===== src/rtl/dm_arbiter_if.sv =====
// Bus bundle between the two requesters, the arbiter and the single-ported data memory.
// The slave modport is the arbiter's view; master is the requester/memory environment.
interface dm_arbiter_if;
  logic        req0, req1;
  logic        we0, we1;
  logic [31:0] addr0, addr1;
  logic [31:0] wdata0, wdata1;
  logic [3:0]  mask0, mask1;
  logic        gnt0, gnt1;
  logic        rvalid0, rvalid1;
  logic [31:0] rdata0, rdata1;
  logic        err0, err1;
  logic        dm_cs;
  logic        dm_wr;
  logic [31:0] dm_addr;
  logic [3:0]  dm_mask;
  logic [31:0] dm_wdata;
  logic [31:0] dm_rdata;

  modport slave (
    input  req0, req1, we0, we1, addr0, addr1, wdata0, wdata1, mask0, mask1, dm_rdata,
    output gnt0, gnt1, rvalid0, rvalid1, rdata0, rdata1, err0, err1,
           dm_cs, dm_wr, dm_addr, dm_mask, dm_wdata
  );

  modport master (
    output req0, req1, we0, we1, addr0, addr1, wdata0, wdata1, mask0, mask1, dm_rdata,
    input  gnt0, gnt1, rvalid0, rvalid1, rdata0, rdata1, err0, err1,
           dm_cs, dm_wr, dm_addr, dm_mask, dm_wdata
  );
endinterface


===== src/rtl/dm_arbiter.sv =====
// Two-port arbiter/sequencer for the single-ported data memory: fixed port-0 priority
// with a starvation limit, one-cycle memory strobe, registered response pulse.
module dm_arbiter #(
  parameter int unsigned DEPTH      = 1024,
  parameter int unsigned STARVE_MAX = 4
) (
  input logic         clk,
  input logic         rst,
  dm_arbiter_if.slave bus
);

  localparam logic [1:0] IDLE   = 2'd0;
  localparam logic [1:0] ACCESS = 2'd1;
  localparam logic [1:0] RESP   = 2'd2;

  localparam int unsigned SW_RAW = $clog2(STARVE_MAX + 1);
  localparam int unsigned SW     = (SW_RAW > 3) ? SW_RAW : 3;
  localparam logic [SW-1:0] SMAX    = SW'(STARVE_MAX);
  localparam logic [31:0]   DEPTH_W = 32'(DEPTH);

  logic [1:0]    state;
  logic [SW-1:0] starve_cnt;
  logic          owner;
  logic          we_q;
  logic [31:0]   addr_q;
  logic [31:0]   wdata_q;
  logic [3:0]    mask_q;
  logic [31:0]   rdata_q;
  logic          err_q;

  logic accept_state;
  logic gnt0, gnt1;
  logic oor;
  logic mem_access;

  assign accept_state = (state == IDLE) || (state == RESP);
  assign gnt1 = accept_state && bus.req1 && (!bus.req0 || (starve_cnt == SMAX));
  assign gnt0 = accept_state && bus.req0 && !gnt1;
  assign bus.gnt0 = gnt0;
  assign bus.gnt1 = gnt1;

  assign oor        = (addr_q >= DEPTH_W);
  assign mem_access = (state == ACCESS) && !oor;

  // Strobes decode from state so an async reset during ACCESS drops them at once.
  assign bus.dm_cs    = !mem_access;
  assign bus.dm_wr    = !(mem_access && we_q);
  assign bus.dm_mask  = (mem_access && we_q) ? mask_q : '0;
  assign bus.dm_addr  = addr_q;
  assign bus.dm_wdata = wdata_q;

  assign bus.rvalid0 = (state == RESP) && !owner;
  assign bus.rvalid1 = (state == RESP) && owner;
  assign bus.rdata0  = bus.rvalid0 ? rdata_q : '0;
  assign bus.rdata1  = bus.rvalid1 ? rdata_q : '0;
  assign bus.err0    = bus.rvalid0 && err_q;
  assign bus.err1    = bus.rvalid1 && err_q;

  always_ff @(posedge clk or posedge rst) begin
    if (rst) begin
      state      <= IDLE;
      starve_cnt <= '0;
      owner      <= 1'b0;
      we_q       <= 1'b0;
      addr_q     <= '0;
      wdata_q    <= '0;
      mask_q     <= '0;
      rdata_q    <= '0;
      err_q      <= 1'b0;
    end else begin
      case (state)
        IDLE, RESP: begin
          if (gnt0 || gnt1) begin
            state   <= ACCESS;
            owner   <= gnt1;
            we_q    <= gnt1 ? bus.we1    : bus.we0;
            addr_q  <= gnt1 ? bus.addr1  : bus.addr0;
            wdata_q <= gnt1 ? bus.wdata1 : bus.wdata0;
            mask_q  <= gnt1 ? bus.mask1  : bus.mask0;
            if (gnt0 && bus.req1) begin
              if (starve_cnt != SMAX) starve_cnt <= starve_cnt + 1'b1;
            end else begin
              starve_cnt <= '0;
            end
          end else begin
            state <= IDLE;
          end
        end
        ACCESS: begin
          state   <= RESP;
          err_q   <= oor;
          rdata_q <= (oor || we_q) ? '0 : bus.dm_rdata;
        end
        default: state <= IDLE;
      endcase
    end
  end

endmodule


===== src/flat_wrapper.sv =====
// flat-port wrapper written by rule: the top's interface ports become plain ports
module dm_arbiter_flat 
#(
  parameter int unsigned DEPTH      = 1024,
  parameter int unsigned STARVE_MAX = 4
)
  (clk, rst, bus_req0, bus_req1, bus_we0, bus_we1, bus_addr0, bus_addr1, bus_wdata0, bus_wdata1, bus_mask0, bus_mask1, bus_dm_rdata, bus_gnt0, bus_gnt1, bus_rvalid0, bus_rvalid1, bus_rdata0, bus_rdata1, bus_err0, bus_err1, bus_dm_cs, bus_dm_wr, bus_dm_addr, bus_dm_mask, bus_dm_wdata);
  dm_arbiter_if bus_i ();
  input logic clk;
  input logic rst;
  input wire logic [$bits(bus_i.req0)-1:0] bus_req0;
  input wire logic [$bits(bus_i.req1)-1:0] bus_req1;
  input wire logic [$bits(bus_i.we0)-1:0] bus_we0;
  input wire logic [$bits(bus_i.we1)-1:0] bus_we1;
  input wire logic [$bits(bus_i.addr0)-1:0] bus_addr0;
  input wire logic [$bits(bus_i.addr1)-1:0] bus_addr1;
  input wire logic [$bits(bus_i.wdata0)-1:0] bus_wdata0;
  input wire logic [$bits(bus_i.wdata1)-1:0] bus_wdata1;
  input wire logic [$bits(bus_i.mask0)-1:0] bus_mask0;
  input wire logic [$bits(bus_i.mask1)-1:0] bus_mask1;
  input wire logic [$bits(bus_i.dm_rdata)-1:0] bus_dm_rdata;
  output wire logic [$bits(bus_i.gnt0)-1:0] bus_gnt0;
  output wire logic [$bits(bus_i.gnt1)-1:0] bus_gnt1;
  output wire logic [$bits(bus_i.rvalid0)-1:0] bus_rvalid0;
  output wire logic [$bits(bus_i.rvalid1)-1:0] bus_rvalid1;
  output wire logic [$bits(bus_i.rdata0)-1:0] bus_rdata0;
  output wire logic [$bits(bus_i.rdata1)-1:0] bus_rdata1;
  output wire logic [$bits(bus_i.err0)-1:0] bus_err0;
  output wire logic [$bits(bus_i.err1)-1:0] bus_err1;
  output wire logic [$bits(bus_i.dm_cs)-1:0] bus_dm_cs;
  output wire logic [$bits(bus_i.dm_wr)-1:0] bus_dm_wr;
  output wire logic [$bits(bus_i.dm_addr)-1:0] bus_dm_addr;
  output wire logic [$bits(bus_i.dm_mask)-1:0] bus_dm_mask;
  output wire logic [$bits(bus_i.dm_wdata)-1:0] bus_dm_wdata;
  assign bus_i.req0 = bus_req0;
  assign bus_i.req1 = bus_req1;
  assign bus_i.we0 = bus_we0;
  assign bus_i.we1 = bus_we1;
  assign bus_i.addr0 = bus_addr0;
  assign bus_i.addr1 = bus_addr1;
  assign bus_i.wdata0 = bus_wdata0;
  assign bus_i.wdata1 = bus_wdata1;
  assign bus_i.mask0 = bus_mask0;
  assign bus_i.mask1 = bus_mask1;
  assign bus_i.dm_rdata = bus_dm_rdata;
  assign bus_gnt0 = bus_i.gnt0;
  assign bus_gnt1 = bus_i.gnt1;
  assign bus_rvalid0 = bus_i.rvalid0;
  assign bus_rvalid1 = bus_i.rvalid1;
  assign bus_rdata0 = bus_i.rdata0;
  assign bus_rdata1 = bus_i.rdata1;
  assign bus_err0 = bus_i.err0;
  assign bus_err1 = bus_i.err1;
  assign bus_dm_cs = bus_i.dm_cs;
  assign bus_dm_wr = bus_i.dm_wr;
  assign bus_dm_addr = bus_i.dm_addr;
  assign bus_dm_mask = bus_i.dm_mask;
  assign bus_dm_wdata = bus_i.dm_wdata;
  dm_arbiter #(.DEPTH(DEPTH), .STARVE_MAX(STARVE_MAX)) u_core (.clk(clk), .rst(rst), .bus(bus_i));
endmodule

===== config.mk =====
export PLATFORM = sky130hd
export DESIGN_NAME = dm_arbiter_flat
export DESIGN_NICKNAME = d
export VERILOG_FILES = /design/src/rtl/dm_arbiter_if.sv /design/src/rtl/dm_arbiter.sv /design/src/flat_wrapper.sv
export SDC_FILE = /design/constraint.sdc
export NUM_CORES = 1
export LEC_CHECK = 0
export BUFFER_PORTS_ARGS = -buffer_cell sky130_fd_sc_hd__buf_4
export CAP_MARGIN = 30
export CORE_AREA = 2 2 122 124
export CTS_BUF_LIST = sky130_fd_sc_hd__clkbuf_8
export CTS_CLUSTER_SIZE = 12
export DETAILED_ROUTE_END_ITERATION = 10
export DIE_AREA = 0 0 124 126
export GPL_TIMING_DRIVEN = 0
export PLACE_DENSITY = 0.84
export RECOVER_POWER = 50
export SLEW_MARGIN = 20
export SYNTH_ARGS = -nofsm -noshare
export SYNTH_HDL_FRONTEND = slang
export SYNTH_SLANG_ARGS = --single-unit

===== constraint.sdc =====
create_clock -name clk -period 4.8 [get_ports clk]
set_input_delay 1.44 -clock clk [delete_from_list [all_inputs] [get_ports clk]]
set_output_delay 1.44 -clock clk [all_outputs]
set_load 0.01 [all_outputs]

==> results.sh <==
export IMPL_run_status="complete, but fails checks"
export IMPL_violations="capacitance limit, slew limit"
export IMPL_cp_arrival_ns=2.70
export IMPL_io_pins=314
export IMPL_ys_warn_count=0
export IMPL_grt_pass1_vias=5956
export IMPL_synth_nets=829
export IMPL_syn_area_per_cell_um2=9.17
export IMPL_clock_path_buffers=2
export IMPL_cts_max_level=3
export IMPL_detail_route_iter0_violations=289
export IMPL_place_worst_setup_slack_ns=0.645
export IMPL_chipWidth_um=124
export IMPL_layout_commonest_cell="buf_4"
export IMPL_startpoint_type="input port"
export IMPL_cap_violations=1
export IMPL_cp_required_ns=3.36
export IMPL_post_cts_setup_buffers=0
export IMPL_yosys_most_used_dff="dfrtp_1"
export IMPL_grt_max_degree=63
export IMPL_p_leak_nw=4.25
export IMPL_nFillCells=1358
export IMPL_min_period_ns=4.14
export IMPL_drtPass1Iterations=5
export IMPL_grt_remaining_overflow=0
export IMPL_cpMaxStageDelayCell="clkbuf_1"
export IMPL_routed_wl_mm=20.0
export IMPL_finalSetupViolCount=0
export IMPL_vias=6013
export IMPL_cts_hold_buf=0
export IMPL_max_stage_delay_ns=0.31
export IMPL_cts_sinks=108
export IMPL_core_um2=14300
export IMPL_synthCells=653
export IMPL_synthArstFlopShare_pct=100
export IMPL_yosysUniqueCellTypes=34
export IMPL_detail_route_antenna_nets=0
export IMPL_hp_class="reg2reg"
export IMPL_route_detailed_drc=0
export IMPL_dp_final_hpwl_mm=15.7
export IMPL_report_final_slew_viol_count=62
export IMPL_peakVddDrop_mv=0.188
export IMPL_start_util_pct=41.8
export IMPL_crit_chain="clkbuf_1 -> a21bo_2 -> nand2b_1 -> clkbuf_1 -> inv_1 -> nor3b_1 -> buf_4"
export IMPL_clk_pin_slew_ns=0.09
export IMPL_skew_ns=0.0179
export IMPL_cts_tree="yes"
export IMPL_yosysSeqAreaShare_pct=45.2
export IMPL_grt_pass1_wl_mm=30.6
export IMPL_area_growth_pct=41.0
export IMPL_wl_per_cell_um=17.1
export IMPL_synth_edff_count=0
export IMPL_die_height_um=126
export IMPL_antenna_found_initial=0
export IMPL_cts_inserted_buffers=9
export IMPL_rsz0062_at_grt="false"
export IMPL_via_per_inst=5.15
export IMPL_worst_slack_ns=0.655
export IMPL_path_max_fanout=8
export IMPL_cp_num_buf_inv=4
export IMPL_numPortBuffers=313
export IMPL_drive_above_1_share_pct=32.1
export IMPL_cpMostUsedCell="clkbuf_1"
export IMPL_max_freq_mhz=241
export IMPL_critical_path_class="in2out"
export IMPL_cts_resized=0
export IMPL_cp_top_family="buffers and inverters"
export IMPL_cts_root_buf="clkbuf_8"
export IMPL_maxSlewHeadroom_pct=-62.9
export IMPL_fin_setup_tns_ns=0
export IMPL_fp_row_count=44
export IMPL_post_route_period_util_pct=86.4
export IMPL_synth_area_leaders="dfrtp_1, o211ai_1, o41ai_2, and2_1, nand2_1"
export IMPL_netlist_area_um2=5990
export IMPL_ys_ff_latch=108
export IMPL_diodes=0
export IMPL_yosys_area_top_type="dfrtp_1"
export IMPL_worstSetupEndpointType="output port"
export IMPL_die_area_um2=15600
export IMPL_gp_congestion=0.850
export IMPL_hold_viol=0
export IMPL_insertion_delay_ns=0.38
export IMPL_nets=1154
export IMPL_synth_top_cell_area_share_pct=45.2
export IMPL_powerDensity_nw_per_um2=285
export IMPL_grt_total_usage_pct=25.3
export IMPL_layout_common_cells="buf_4, o211ai_1, inv_1, nand2_1, dfrtp_1"
export IMPL_worst_pin_slew_ns=2.44
[cells by family (layout without fill, tap and decap cells)]
logic type | Yosys count | count (layout) | synth area share (%)
adders and majority gates | 2 | 2 | 0.418
buffers and inverters | 166 | 496 | 11.2
DFF | 108 | 108 | 45.2
AOI/OAI and AO/OA | 178 | 178 | 26.3
and+or+nand+nor | 199 | 199 | 17.0
[worst paths after layout]
check / start / end / slack (ns) / cells past startpoint
max reg2reg: u_core.bus.dm_addr[12] / u_core.rdata_q[12] / 2.38 / 4
max in group asynchronous: rst / u_core.bus.dm_addr[18] / 1.48 / 2
min: u_core.rdata_q[13] / u_core.rdata_q[13] / 0.50 / 2
min in group asynchronous: rst / u_core.bus.dm_wdata[10] / 1.90 / 2
max: bus_req0 / bus_gnt0 / 0.66 / 7
min reg2reg: u_core.rdata_q[13] / u_core.rdata_q[13] / 0.50 / 2
[where the power goes]
part,internal (mW),total (mW),switching [mW]
logic,0.310,0.701,0.392
registers,1.04,1.13,0.0964
clock network,0.252,0.573,0.321
[per-stage QoR]
step / cells / hold WS [ns] / utilization (%) / area, um2 / total power [mW]
after global placement: 1150 / 0.467 / 59.8 / 8570 / 1.90
after CTS: 1167 / 0.502 / 61.4 / 8790 / 2.48
final: 1167 / 0.499 / 59.0 / 8440 / 2.41
after global routing: 1167 / 0.520 / 59.0 / 8440 / 2.55
after detailed placement: 1151 / 0.480 / 60.1 / 8600 / 1.92
after floorplan: 653 / 0.449 / - / 5990 / 1.49
[final cells by class]
type                       instances  area, um2  area share [%]
inverter                         108        405            4.80
multi-input combinational        379       2420            28.7
timing repair buffer             314       2250            26.6
clock inverter                     6       56.3           0.667
clock buffer                      10        138            1.63
tap                              184        230            2.73
sequential                       108       2700            32.0
buffer                            58        239            2.83
[per-layer routing]
| layer | track usage (%) | vias to the layer above | part of all wire (%) |
|---|---|---|---|
| li1 | - | 2894 | - |
| met1 | 29.6 | 2849 | 38 |
| met2 | 44.2 | 243 | 51 |
| met3 | 7.70 | 27 | 9.1 |
| met4 | 7.73 | 0 | 1.8 |
| met5 | 0 | - | 0 |
[Yosys cell counts, types with 2 or more instances]
library cell    n
o211ai_1      138
clkbuf_1       38
nand2b_1        5
inv_1         107
dfrtp_1       108
nor3_1          4
o41ai_1         6
ha_1            2
buf_4           2
buf_6           3
buf_1           3
nor3b_1         2
nor4_2          4
and2_1         67
nand2_1       109
o41ai_2        26
buf_2          12
[registers in the layout (all words and copies together) (netlist names)]
signal               count
u_core.bus.dm_addr      32
u_core.bus.dm_wdata     32
u_core.err_q             1
u_core.mask_q            4
u_core.owner             1
u_core.rdata_q          32
u_core.starve_cnt        3
u_core.state             2
u_core.we_q              1
[worst reg2reg max path: cells and delay by family, from the launching register on]
kind            cells  cell delay [ns]
buf+inv             1             0.39
flops               1             0.40
compound gates      1             0.39
simple gates        2             1.12
Power figures use the tool's default switching activity.
